===== config.mk =====
export PLATFORM = sky130hd
export DESIGN_NAME = pipe_stage_reg
export DESIGN_NICKNAME = d
export VERILOG_FILES = /design/src/rtl/pipe_pkg.sv /design/src/rtl/pipe_skid_entry.sv /design/src/rtl/pipe_stage_reg.sv
export SDC_FILE = /design/constraint.sdc
export NUM_CORES = 1
export LEC_CHECK = 0
export ABC_AREA = 1
export CAP_MARGIN = 20
export CORE_AREA = 2 2 147 149
export DETAILED_ROUTE_END_ITERATION = 16
export DIE_AREA = 0 0 149 151
export PLACE_DENSITY = 0.69
export SLEW_MARGIN = 0
export SYNTH_ARGS = -nofsm -noshare
export SYNTH_HDL_FRONTEND = slang
export SYNTH_SLANG_ARGS = --single-unit

===== constraint.sdc =====
create_clock -name clk -period 2.2 [get_ports clk]
set_input_delay 0.44 -clock clk [delete_from_list [all_inputs] [get_ports clk]]
set_output_delay 0.44 -clock clk [all_outputs]
set_load 0.05 [all_outputs]

===== src/rtl/pipe_pkg.sv =====
// -----------------------------------------------------------------------------
// pipe_pkg
//   Shared definitions for the generic pipeline stage register:
//   - per-stage control/data vector layouts (packed structs) and their widths
//   - stage occupancy state enum used by pipe_stage_reg
// -----------------------------------------------------------------------------
package pipe_pkg;

  // Decoded control vector carried from operand fetch onwards.
  typedef struct packed {
    logic        is_wb;
    logic        is_ld;
    logic        is_st;
    logic        is_beq;
    logic        is_bgt;
    logic        is_ubranch;
    logic        is_ret;
    logic        is_call;
    logic [11:0] alu_sig;
    logic [3:0]  rd;
  } ctrl_t;

  typedef struct packed {
    logic [31:0] pc;
    logic [31:0] inst;
  } if_of_data_t;

  typedef struct packed {
    logic [31:0] pc;
    logic [31:0] inst;
    logic [31:0] immx;
    logic [31:0] op1;
    logic [31:0] op2;
  } of_alu_data_t;

  typedef struct packed {
    logic [31:0] pc;
    logic [31:0] alu_result;
    logic [31:0] op2;
    logic [31:0] inst;
  } alu_ma_data_t;

  typedef struct packed {
    logic [31:0] pc;
    logic [31:0] alu_result;
    logic [31:0] ld_result;
    logic [31:0] inst;
  } ma_rw_data_t;

  // Fetch has no decoded control yet; one spare bit keeps the vector non-empty.
  localparam int unsigned IF_OF_CTRL_W  = 1;
  localparam int unsigned IF_OF_DATA_W  = $bits(if_of_data_t);
  localparam int unsigned OF_ALU_CTRL_W = $bits(ctrl_t);
  localparam int unsigned OF_ALU_DATA_W = $bits(of_alu_data_t);
  localparam int unsigned ALU_MA_CTRL_W = $bits(ctrl_t);
  localparam int unsigned ALU_MA_DATA_W = $bits(alu_ma_data_t);
  localparam int unsigned MA_RW_CTRL_W  = $bits(ctrl_t);
  localparam int unsigned MA_RW_DATA_W  = $bits(ma_rw_data_t);

  // Number of entries held by the stage; SKID only exists with the skid entry.
  typedef enum logic [1:0] {
    EMPTY = 2'd0,
    FULL  = 2'd1,
    SKID  = 2'd2
  } stage_state_e;

endpackage : pipe_pkg


===== src/rtl/pipe_skid_entry.sv =====
// -----------------------------------------------------------------------------
// pipe_skid_entry
//   One valid + control + data register with clear and load. Used both as the
//   main (output) entry and as the skid entry of pipe_stage_reg.
//   Clear has priority over load. Control is always zeroed on clear; data is
//   zeroed only when ZERO_DATA is set, otherwise it is held to save toggling.
//
// Ports:
//   clk, rst_n       clock, asynchronous active-low reset
//   clr_i            invalidate the entry (flush / bubble)
//   load_i           capture ctrl_i/data_i and mark the entry valid
//   ctrl_i, data_i   payload to capture
//   valid_o          entry holds a valid payload
//   ctrl_o, data_o   registered payload
// -----------------------------------------------------------------------------
module pipe_skid_entry
  import pipe_pkg::*;
#(
  parameter int unsigned CTRL_W    = 24,
  parameter int unsigned DATA_W    = 160,
  parameter bit          ZERO_DATA = 1'b1
) (
  input  logic              clk,
  input  logic              rst_n,
  input  logic              clr_i,
  input  logic              load_i,
  input  logic [CTRL_W-1:0] ctrl_i,
  input  logic [DATA_W-1:0] data_i,
  output logic              valid_o,
  output logic [CTRL_W-1:0] ctrl_o,
  output logic [DATA_W-1:0] data_o
);

  logic              valid_q;
  logic [CTRL_W-1:0] ctrl_q;
  logic [DATA_W-1:0] data_q;

  // NOTE: the payload is reset too (not just valid) because downstream stages
  // decode ctrl/data directly and must see all-zero after reset.
  always_ff @(posedge clk or negedge rst_n) begin
    if (!rst_n) begin
      // NOTE: non-blocking assignments for every register so all state
      // updates see pre-edge values, independent of statement order.
      valid_q <= 1'b0;
      ctrl_q  <= '0;
      data_q  <= '0;
    end else if (clr_i) begin
      valid_q <= 1'b0;
      ctrl_q  <= '0;
      if (ZERO_DATA) data_q <= '0;
    end else if (load_i) begin
      valid_q <= 1'b1;
      ctrl_q  <= ctrl_i;
      data_q  <= data_i;
    end
  end

  assign valid_o = valid_q;
  assign ctrl_o  = ctrl_q;
  assign data_o  = data_q;

endmodule : pipe_skid_entry


===== src/rtl/pipe_stage_reg.sv =====
// -----------------------------------------------------------------------------
// pipe_stage_reg
//   Generic valid/ready pipeline stage register carrying a control vector and a
//   data vector with one cycle of latency. Flush (branch taken) empties the
//   stage and has priority over stall, accept and pop. Stall blocks upstream
//   acceptance but the held entry may still drain.
//
//   Optional macro PIPE_STAGE_SKID_EN adds a skid entry so in_ready no longer
//   depends combinationally on out_ready. Without it the stage holds at most
//   one entry and in_ready = ~stall & (~out_valid | out_ready).
//
// Ports:
//   clk, rst_n              clock, asynchronous active-low reset
//   flush                   kill all held entries
//   stall                   hazard-unit freeze of upstream acceptance
//   in_valid/in_ready       upstream handshake
//   in_ctrl, in_data        upstream payload
//   out_valid/out_ready     downstream handshake
//   out_ctrl, out_data      registered payload (ctrl is zero whenever invalid)
//   occupancy               registered number of valid entries
// -----------------------------------------------------------------------------
module pipe_stage_reg
  import pipe_pkg::*;
#(
  parameter int unsigned CTRL_W             = 24,
  parameter int unsigned DATA_W             = 160,
  parameter bit          ZERO_DATA_ON_FLUSH = 1'b1
) (
  input  logic              clk,
  input  logic              rst_n,
  input  logic              flush,
  input  logic              stall,
  input  logic              in_valid,
  output logic              in_ready,
  input  logic [CTRL_W-1:0] in_ctrl,
  input  logic [DATA_W-1:0] in_data,
  output logic              out_valid,
  input  logic              out_ready,
  output logic [CTRL_W-1:0] out_ctrl,
  output logic [DATA_W-1:0] out_data,
  output logic [1:0]        occupancy
);

  stage_state_e      state_q;
  logic [1:0]        occ_q;
  logic              accept;
  logic              pop;
  logic              main_clr;
  logic              main_load;
  logic [CTRL_W-1:0] main_ctrl_d;
  logic [DATA_W-1:0] main_data_d;

  assign accept = in_valid & in_ready;
  assign pop    = out_valid & out_ready;

`ifdef PIPE_STAGE_SKID_EN
  logic              skid_valid;
  logic [CTRL_W-1:0] skid_ctrl;
  logic [DATA_W-1:0] skid_data;
  logic              skid_clr;
  logic              skid_load;

  // Ready comes only from registered state plus the stall input.
  assign in_ready = ~skid_valid & ~stall;

  always_comb begin
    // NOTE: every always_comb output gets a default first so no path through
    // the case leaves it unassigned (which would infer a latch).
    main_clr    = flush;
    main_load   = 1'b0;
    skid_clr    = flush;
    skid_load   = 1'b0;
    main_ctrl_d = in_ctrl;
    main_data_d = in_data;
    if (!flush) begin
      unique case (state_q)
        EMPTY: main_load = accept;
        FULL: begin
          if (pop) begin
            main_load = accept;
            main_clr  = ~accept;
          end else begin
            skid_load = accept;
          end
        end
        SKID: begin
          // in_ready is low here, so the skid entry is the only source.
          if (pop) begin
            main_load   = 1'b1;
            main_ctrl_d = skid_ctrl;
            main_data_d = skid_data;
            skid_clr    = 1'b1;
          end
        end
        default: begin
          main_clr = 1'b1;
          skid_clr = 1'b1;
        end
      endcase
    end
  end

  pipe_skid_entry #(
    .CTRL_W    (CTRL_W),
    .DATA_W    (DATA_W),
    .ZERO_DATA (ZERO_DATA_ON_FLUSH)
  ) u_skid (
    .clk     (clk),
    .rst_n   (rst_n),
    .clr_i   (skid_clr),
    .load_i  (skid_load),
    .ctrl_i  (in_ctrl),
    .data_i  (in_data),
    .valid_o (skid_valid),
    .ctrl_o  (skid_ctrl),
    .data_o  (skid_data)
  );
`else
  assign in_ready = ~stall & (~out_valid | out_ready);

  always_comb begin
    main_clr    = flush;
    main_load   = 1'b0;
    main_ctrl_d = in_ctrl;
    main_data_d = in_data;
    if (!flush) begin
      unique case (state_q)
        EMPTY: main_load = accept;
        FULL: begin
          // Popping without a replacement leaves a bubble.
          if (pop) begin
            main_load = accept;
            main_clr  = ~accept;
          end
        end
        default: main_clr = 1'b1;
      endcase
    end
  end
`endif

  pipe_skid_entry #(
    .CTRL_W    (CTRL_W),
    .DATA_W    (DATA_W),
    .ZERO_DATA (ZERO_DATA_ON_FLUSH)
  ) u_main (
    .clk     (clk),
    .rst_n   (rst_n),
    .clr_i   (main_clr),
    .load_i  (main_load),
    .ctrl_i  (main_ctrl_d),
    .data_i  (main_data_d),
    .valid_o (out_valid),
    .ctrl_o  (out_ctrl),
    .data_o  (out_data)
  );

  // Occupancy state machine; occupancy is registered alongside the state.
  always_ff @(posedge clk or negedge rst_n) begin
    if (!rst_n) begin
      state_q <= EMPTY;
      occ_q   <= 2'd0;
    end else if (flush) begin
      state_q <= EMPTY;
      occ_q   <= 2'd0;
    end else begin
      unique case (state_q)
        EMPTY: begin
          if (accept) begin
            state_q <= FULL;
            occ_q   <= 2'd1;
          end
        end
        FULL: begin
          if (pop && !accept) begin
            state_q <= EMPTY;
            occ_q   <= 2'd0;
          end
`ifdef PIPE_STAGE_SKID_EN
          else if (!pop && accept) begin
            state_q <= SKID;
            occ_q   <= 2'd2;
          end
`endif
        end
`ifdef PIPE_STAGE_SKID_EN
        SKID: begin
          if (pop) begin
            state_q <= FULL;
            occ_q   <= 2'd1;
          end
        end
`endif
        default: begin
          state_q <= EMPTY;
          occ_q   <= 2'd0;
        end
      endcase
    end
  end

  assign occupancy = occ_q;

endmodule : pipe_stage_reg


==> impl_results.md, run 1 <==
* Antenna Nets Post-Route at 0
* Peak Freq at 467.1 MHz
* Fill cells at 1859
* Synthesis warning total at 0
* Yosys cell types at 15
* Via count at between 6000 and 7000
* Worst Slack Setup Final at just under 60 ps
* Worst clock skew at between 9 and 10 ps
* CTS root buf: clkbuf_16
* GRT overflow at 0
* Total of max-cap violations at 0
* Yosys top cell area share at a little over three fifths
* Starting Density at between 30% and 40%
* CP required at 1760 ps
* CTS sink count at 186
* Placer Congestion at 0.8080
* Final instance area at 12090 um2
* Net Count, Synth at 1008
* Multi-input logic area at between 2000 and 2500 um2
* Most area-consuming cells after synthesis: dfrtp_1 63%, nand2_1 19%, nand3_1 13%
* Most frequent cells after synthesis: 375 x nand2_1, 186 x dfrtp_1, 185 x nand3_1
* Final wirelength at 24.54 mm
* Critical path cell sequence: clkdlybuf4s50_1
* Met1 Use GR at 26.29%
* Slew @ Worst Pin at 592.8 ps
* Nets@finish at 1362
* Post-CTS sizing at 0
* Gr busiest metal: met2
* Layout Utilization at around three fifths
* Max-slew violation count at 0
* Slowest cell on crit path: clkdlybuf4s50_1
* Arr. time, crit path at 1700 ps
* Hold bufs inserted after CTS at 1
* Critical Path Fanout Max at 4
* Cell Pwr Density at 713.2 nW/um2
* Synth Register Bits at 186
* Vias in the first global route at 6841
* Crit path launch type: flip-flop
* Die Wd at 149 um
* Max transition margin at 60.35%
* Via/cell ratio at between 4 and 5
* Setup TNS at 0 ps
* EDFF count, synth at 0
* Met3 GRT Util at about 5%
* Port bufs at 376
* Buf+Inv Stages, Crit Path at 1
* Post-Place Setup Slack at between 150 and 200 ps
* First-pass GRT wire length at roughly 37 mm
* Status: finished clean
* Max Buffers Root-to-Sink at 2
* Layout area overhead at 64.12%
* Fraction of layout cells with a size suffix above 1 at 4.810%
* Die Span Y at 151 um
* Count leader, synth: nand2_1
* RSZ-0062 raised after global routing: no
* # setup viols final at 0
* Clk pin slew, worst setup/hold paths at 70 ps
* Synth area leader: dfrtp_1
* Total CTS buffers at 17
* Critical Path End Type: output pin
* Mapped Avg Cell Area at 9.008 um2
* IO Count at 378
* Final Hold Fails at 0
* Register area share after synthesis at 63.17%
* Detailed placement HPWL at 17.28 mm
* Syn Std Cell Area at between 7000 and 8000 um2
* LEAKAGE at 0.005954 uW
* # Post-CTS Setup Buffers at 0
* Reg area at between 4000 and 5000 um2
* Die area at 22500 um2
* Largest net degree at the start of global routing at 117
* Core ar. at approximately 21000 um2
* Maximum VDD drop at 481.6 uV
* Placement Cell Area at 11490 um2
* Initial DRT Pass Iterations at 4
* Most used DFF post-synth: dfrtp_1
* Hold Path Class: flip-flop to flip-flop
* Drt initial violations at approximately 330
* Grt met2 use at about a third
* Post-layout min period at 2141 ps
* Largest stage delay on the critical path at roughly 840 ps
* DR DRC count at 0
* GRT Util Overall at 21.29%
* Final Cycle Share at 97.32%
* Initial antenna violation count at 1
* CTS tree: built
* Post-Syn Instances at about 800
* H-tree Lvls at 4
* Ys async rst share at between 90% and 100%
* DR WL/cell at between 15 and 20 um
* Setup CP Type: flip-flop to output pin
* Row Count at 53
* Delay-heaviest family, CP: buffers and inverters
* Clk_lat worst skew at 430 ps
## worst paths after layout
kind | end | cells past startpoint | slack (ps) | from
worst max-delay path | out_valid | 1 | 60 | u_main.valid_o
worst min-delay path | u_main.data_o[97] | 2 | 500 | u_main.data_o[97]
worst max register to register | u_main.data_o[86] | 7 | 670 | u_main.valid_o
worst min register to register | u_main.data_o[97] | 2 | 500 | u_main.data_o[97]
max in group asynchronous | u_main.data_o[43] | 3 | 890 | rst_n
min in group asynchronous | u_main.data_o[22] | 2 | 560 | rst_n
## through the flow
stage / hold WS (ps) / power [uW] / cells
floorplan: 144.4 / 4660 / 818
global placement: 440.1 / 5569 / 1427
detailed placement: 438.1 / 5579 / 1427
CTS: 506.2 / 8729 / 1460
global route: 519.5 / 8964 / 1461
finish: 501.8 / 8625 / 1461
## cell type report
class	count	area share, %
Sequential cell	186	38.49
Timing Repair Buffer	396	33.82
Multi-Input combinational cell	565	19.71
Clock buffer	18	3.632
Tap cell	275	2.845
Clock inverter	14	1.252
Inverter	6	0.2276
Antenna cell	1	0.02069
## cells by family after synthesis
family                 synth area share [%]
other                               0.05089
AND/OR/NAND/NOR                       32.04
buffers and inverters                 4.670
flip-flops                            63.17
AO/OA/AOI/OAI                       0.06786
## power by group
part / internal (uW) / switching [uW]
registers: 3580 / 93.0
clock network: 1650 / 1470
logic: 714 / 1120
## flip-flops by register name (all words and copies together), names as in the netlist
name,flops
u_main.data_o,160
u_main.valid_o,1
u_main.ctrl_o,24
occupancy,1
## cell usage in the layout (no fill, tap or decap)
| cell | instances |
|---|---|
| nand2_1 | 375 |
| clkdlybuf4s50_1 | 374 |
| dfrtp_1 | 186 |
| nand3_1 | 185 |
| clkbuf_16 | 17 |
| buf_12 | 14 |
| buf_4 | 6 |
| inv_1 | 5 |
| inv_6 | 5 |
| inv_8 | 5 |
| clkinv_4 | 2 |
| diode_2 | 1 |
| nand3_2 | 1 |
| nand2_8 | 1 |
| nor2_4 | 1 |
| a21oi_1 | 1 |
| conb_1 | 1 |
| bufinv_16 | 1 |
| clkinv_2 | 1 |
| clkinvlp_4 | 1 |
| clkbuf_8 | 1 |
| dlygate4sd3_1 | 1 |
| buf_6 | 1 |
## per-layer routing
metal	vias up	part of all wire [%]
met3	58	6.2
met5	-	0
met1	3337	40
met2	248	50
met4	0	4.2
li1	3321	-
Note: power is estimated with default switching activity, not from simulation.
==> run 2, diff against run 1 <==
--- a/config.mk
+++ b/config.mk
@@ -11,6 +11,7 @@
 export DETAILED_ROUTE_END_ITERATION = 16
 export DIE_AREA = 0 0 149 151
 export PLACE_DENSITY = 0.69
+export SETUP_SLACK_MARGIN = 0.4
 export SLEW_MARGIN = 0
 export SYNTH_ARGS = -nofsm -noshare
 export SYNTH_HDL_FRONTEND = slang
==> impl_results.md, run 2 (synthesis results as in run 1) <==
* Status: finished clean
* Row Count at 53 (unchanged)
* Reg2reg end: u_main.data_o[86]
* Critical Path End: out_data[67]
* Critical Path Fanout Max at 2 (-2)
* Drt initial violations at 283 (-15%)
* Max FFs per register at 160 (unchanged)
* First-pass GRT wire length at 37.43 mm (+0.28%)
* Switching pwr at 2697 uW (+0.47%)
* Critical path cell sequence: dlygate4sd2_1
* Final Hold Fails at 0 (unchanged)
* # setup viols final at 0 (unchanged)
* Core ar. at 20820 um2 (unchanged)
* LEAKAGE at 0.006325 uW (+6.2%)
* Fill cells at 1900 (+2.2%)
* Arr. time, crit path at 1340 ps (-360 ps)
* GRT overflow at 0 (unchanged)
* Cell Pwr Density at 716.9 nW/um2 (+0.52%)
* Reg2reg setup slack at 660 ps (about the same)
* Total of max-cap violations at 0 (unchanged)
* DR DRC count at 0 (unchanged)
* Initial antenna violation count at 1 (unchanged)
* Max Buffers Root-to-Sink at 2 (unchanged)
* Register-to-Register Path Depth at 7 (unchanged)
* Clk pin slew, worst setup/hold paths at 70 ps (about the same)
* Port bufs at 376 (unchanged)
* Worst Hold Slack at 498.4 ps (-3.456 ps)
* Die Wd at 149 um (unchanged)
* Fraction of layout cells with a size suffix above 1 at 7.426% (+2.6 points)
* CP Launch Point: u_main.data_o[67]
* Detailed placement HPWL at 17.28 mm (unchanged)
* CP required at 1760 ps (about the same)
* Combinational fraction of design power at 20.3% (-1.0 points)
* Vias in the first global route at 6862 (+0.31%)
* Maximum VDD drop at 481.2 uV (about the same)
* Sw frac at 31.59% (+0.46 points)
* Seq pwr share at 43.0% (+0.4 points)
* Via/cell ratio at 4.778 (+0.23%)
* Peak Freq at 562.5 MHz (+20%)
* Post-layout min period at 1778 ps (-363.4 ps)
* Final wirelength at 24.64 mm (+0.38%)
* Die Span Y at 151 um (unchanged)
* Via count at 6980 (+0.23%)
* Placed Cells at 1427 (unchanged)
* Crit path launch type: flip-flop
* Starting Density at 35.39% (unchanged)
* Largest net degree at the start of global routing at 117 (unchanged)
* Nets@finish at 1362 (unchanged)
* Hold Path Class: flip-flop to flip-flop
* Die area at 22500 um2 (unchanged)
* Fin cells at 1461 (unchanged)
* CTS tree: built
* # Post-CTS Setup Buffers at 0 (unchanged)
* Delay-heaviest family, CP: buffers and inverters
* Total CTS buffers at 17 (unchanged)
* Worst clock skew at 11.13 ps (+1.184 ps)
* Internal power at 5840 uW (-1.7%)
* Clock power frac at 36.7% (+0.5 points)
* Setup CP Type: flip-flop to output pin
* CTS sink count at 186 (unchanged)
* DR WL/cell at 16.86 um (+0.38%)
* Max-slew violation count at 0 (unchanged)
* Antenna Nets Post-Route at 0 (unchanged)
* Crit. path cell count at 1 (unchanged)
* Reg2reg start: u_main.valid_o
* Largest stage delay on the critical path at 560 ps (-280 ps)
* RSZ-0062 raised after global routing: no
* Layout area overhead at 61.62%
* Slowest cell on crit path: dlygate4sd2_1
* Commonest non-fill, non-tap cell in the layout: nand2_1
* Setup TNS at 0 ps (unchanged)
* Multi-input logic area at 2384 um2 (unchanged)
* H-tree Lvls at 4 (unchanged)
* Max transition margin at 62.15% (+1.8 points)
* Initial DRT Pass Iterations at 4 (unchanged)
* Final Cycle Share at 80.80% (-17 points)
* CTS root buf: clkbuf_16
* Most frequent cells in the layout: 375 x nand2_1, 188 x clkdlybuf4s50_1, 186 x dfrtp_1, 185 x nand3_1, 104 x clkdlybuf4s15_1
* Clk_lat worst skew at 430 ps (about the same)
* Critical Path End Type: output pin
* Buf+Inv Stages, Crit Path at 1 (unchanged)
* GRT Util Overall at 21.36% (+0.065 points)
* Reg area at 4654 um2 (unchanged)
* Slew @ Worst Pin at 567.8 ps (-25.06 ps)
* IO Count at 378 (unchanged)
* Placer Congestion at 0.8080 (unchanged)
## run 2: cell types whose count changed in the layout (fill, tap and decap cells not counted), sizes merged
| cell | change |
|---|---|
| dlygate4sd2 | +52 |
| clkbuf | +25 |
| clkdlybuf4s15 | +109 |
| clkdlybuf4s50 | -186 |
## run 2: repair_timing
| action | 4_1_cts | 5_1_grt |
|---|---|---|
| hold buffers | 1 | 0 |
| hold endpoints to repair | 50 | 0 |
| setup endpoints to repair | 186 | 104 |
| resized for setup | 242 | 109 |
## run 2: per-stage QoR
step	power, uW	utilization [%]	setup slack (ps)	cell area (um2)
floorplan	4660	-	644.6	7368
global placement	5569	55.18	202.4	11490
detailed placement	5579	55.18	153.2	11490
CTS	8620	57.28	325.7	11930
global route	8862	57.19	400.1	11910
finish	8538	57.19	422.3	11910
## run 2: final cells by class
cell class / count / area share [%]
antenna: 1 / 0.02101
timing repair buffer: 396 / 32.80
multi-input combinational: 565 / 20.01
sequential: 186 / 39.08
tap: 275 / 2.889
clock buffer: 18 / 3.688
clock inverter: 14 / 1.271
inverter: 6 / 0.2311
## run 2: metal layers
layer / vias to the layer above / part of all wire (%) / GRT usage [%]
met4: 0 / 4.1 / 10.57
met5: - / 0 / 0
met3: 57 / 6.5 / 5.000
li1: 3319 / - / -
met1: 3346 / 40 / 26.33
met2: 258 / 49 / 35.37
## run 2: worst min-delay path by stage
stage | from | end | depth (start not counted)
final | u_main.data_o[16] | u_main.data_o[16] | 2
after global routing | u_main.data_o[149] | u_main.data_o[149] | 2
after CTS | u_main.data_o[125] | u_main.data_o[125] | 2
after detailed placement | rst_n | u_main.data_o[22] | 1
after global placement | rst_n | u_main.data_o[22] | 1
after floorplan | rst_n | occupancy[0] | 0
## run 2: power by group through the flow
stage	Clock (uW)	Combinational (uW)	Sequential (uW)
after floorplan	0	359	4300
after global placement	0	1840	3730
after detailed placement	0	1850	3730
after CTS	3210	1750	3660
after global routing	3340	1840	3690
final	3130	1740	3670
==> run 3, diff against run 2 <==
==> constraint.sdc (replaced) <==
create_clock -name clk -period 1.7 [get_ports clk]
set_input_delay 0.34 -clock clk [delete_from_list [all_inputs] [get_ports clk]]
set_output_delay 0.34 -clock clk [all_outputs]
set_load 0.05 [all_outputs]
==> impl_results.md, run 3 (synthesis results as in run 1) <==
* Initial DRT Pass Iterations at 5 (+1)
* Max Buffers Root-to-Sink at 2 (unchanged)
* Post-layout min period at 1561 ps
* Critical Path Fanout Max at 5 (+3)
* Slowest cell on crit path: dfrtp_2
* CP Launch Point: u_main.valid_o
* Worst Slack Setup Final at 138.8 ps (-283.6 ps)
* GRT overflow at 0 (unchanged)
* Starting Density at 35.39% (unchanged)
* Via count at 7660 (+9.7%)
* Total CTS buffers at 17 (unchanged)
* Final instance area at 14070 um2 (+18%)
* Die Span Y at 151 um (unchanged)
* Fraction of layout cells with a size suffix above 1 at 30.08% (+23 points)
* Largest stage delay on the critical path at 430 ps (-130 ps)
* Nets@finish at 1507 (+11%)
* CP required at 2020 ps (+260 ps)
* Row Count at 53 (unchanged)
* Post-Place Setup Slack at -177.3 ps (-330.5 ps)
* CTS tree: built
* Total of max-cap violations at 0 (unchanged)
* DR WL/cell at 17.65 um (+4.7%)
* LEAKAGE at 0.007424 uW (+17%)
* Placement Cell Area at 11200 um2 (-2.5%)
* Maximum VDD drop at 565.7 uV (+18%)
* Port bufs at 376 (unchanged)
* Hold Path Class: input pin to asynchronous set/reset pin
* Total power at 11690 uW (+37%)
* Detailed placement HPWL at 17.14 mm (-0.81%)
* Clk pin slew, worst setup/hold paths at 80 ps (about the same)
* Status: finished clean
* Worst clock skew at 13.08 ps (+1.954 ps)
* Most frequent cells in the layout: 365 x nand2_1, 196 x buf_6, 187 x clkdlybuf4s50_1, 184 x nand3_1, 184 x dfrtp_1
* Arr. time, crit path at 1880 ps (+540 ps)
* Clk_lat worst skew at 430 ps (about the same)
* Die area at 22500 um2 (unchanged)
* Peak Freq at 640.5 MHz
* CTS root buf: clkbuf_16
* Core ar. at 20820 um2 (unchanged)
* Placer Congestion at 0.8398 (+3.9%)
* CTS sink count at 186 (unchanged)
* RSZ-0062 raised after global routing: yes
* Die Wd at 149 um (unchanged)
* Final wirelength at 28.33 mm (+15%)
* Cell Pwr Density at 831.2 nW/um2 (+16%)
* Commonest non-fill, non-tap cell in the layout: nand2_1
* IO Count at 378 (unchanged)
* Vias in the first global route at 7466 (+8.8%)
* H-tree Lvls at 4 (unchanged)
* Drt initial violations at 349 (+23%)
* Setup CP Type: flip-flop to flip-flop
* Initial antenna violation count at 0 (-1)
* Layout area overhead at 90.90%
* Max-slew violation count at 0 (unchanged)
* First-pass GRT wire length at 40.53 mm (+8.3%)
* Buf+Inv Stages, Crit Path at 5 (+4)
* Max FFs per register at 160 (unchanged)
* Final Hold Fails at 0 (unchanged)
* Antenna Nets Post-Route at 0 (unchanged)
* Reg2reg start: u_main.valid_o
* Final Cycle Share at between 90% and 100%
* Delay-heaviest family, CP: buffers and inverters
* Crit path launch type: flip-flop
* # setup viols final at 0 (unchanged)
* Largest net degree at the start of global routing at 70 (-40%)
* Ant diodes at 0 (-1)
* Critical Path End Type: flip-flop
* GRT Util Overall at 23.22% (+1.9 points)
* Worst Hold Slack at 339.0 ps (-159.4 ps)
* Via/cell ratio at 4.773 (-0.10%)
* DR DRC count at 0 (unchanged)
* Critical path cell sequence: buf_6, nand2_4, nand2_2, nand2_2, nor2_4, buf_12, buf_12, buf_8, clkbuf_16, nand2_1, nand2_1
* Layout Utilization at 67.55% (+10 points)
run 3: changes by cell type in the layout (fill, tap and decap cells not counted), moves of 10 or more:
cell / previous run / this run
dlygate4sd2_1: 52 / 1
clkdlybuf4s15_1: 104 / 0
clkbuf_2: 25 / 0
buf_4: 6 / 106
buf_6: 1 / 196
clkbuf_16: 17 / 27
nand2_1: 375 / 365
buf_16: 0 / 12
run 3: final timing paths:
path | endpoint | slack [ps] | cells after the start
min in group clk | u_main.ctrl_o[23] | 430 | 3
max in group asynchronous | u_main.data_o[59] | 750 | 3
setup reg to reg | u_main.data_o[16] | 140 | 11
hold / removal | u_main.data_o[5] | 340 | 2
hold reg to reg | u_main.data_o[159] | 530 | 2
setup / recovery | u_main.data_o[16] | 140 | 11
run 3: cell type report:
class	instances	area, um2
Clock buffer	20	446.7
Sequential cell	186	4657
Multi-Input combinational cell	566	2456
Clock inverter	12	131.4
Timing Repair Buffer	540	6002
Fill cell	1581	6756
Inverter	6	28.78
Tap cell	275	344.1
run 3: metrics by stage:
stage,std cells,TNS (ps)
6_report,1605,0
5_1_grt,1605,0
4_1_cts,1537,0
3_5_place_dp,1438,-25040
3_3_place_gp,1438,-22250
2_1_floorplan,818,0
run 3: per-layer routing:
metal / share of wire (%) / up-vias / track usage, %
met1: 39 / 3690 / 28.81
met5: 0 / - / 0
li1: - / 3619 / -
met2: 52 / 298 / 39.79
met4: 3.0 / 0 / 8.571
met3: 6.3 / 53 / 5.241
run 3: power by group:
group	internal, uW	total (uW)	switching [uW]	leakage, uW
clock	2110	3950	1840	0.000278
combinational	1350	2940	1590	0.00461
sequential	4630	4800	165	0.00254
run 3: timing repair:
| item | in CTS | in global routing |
|---|---|---|
| pin swaps | 2 | 9 |
| hold buffers | 1 | 0 |
| endpoints found under the setup margin | 372 | 372 |
| gates cloned | 9 | 13 |
| resized for setup | 198 | 34 |
| hold endpoints to repair | 18 | 0 |
| buffers inserted | 57 | 55 |
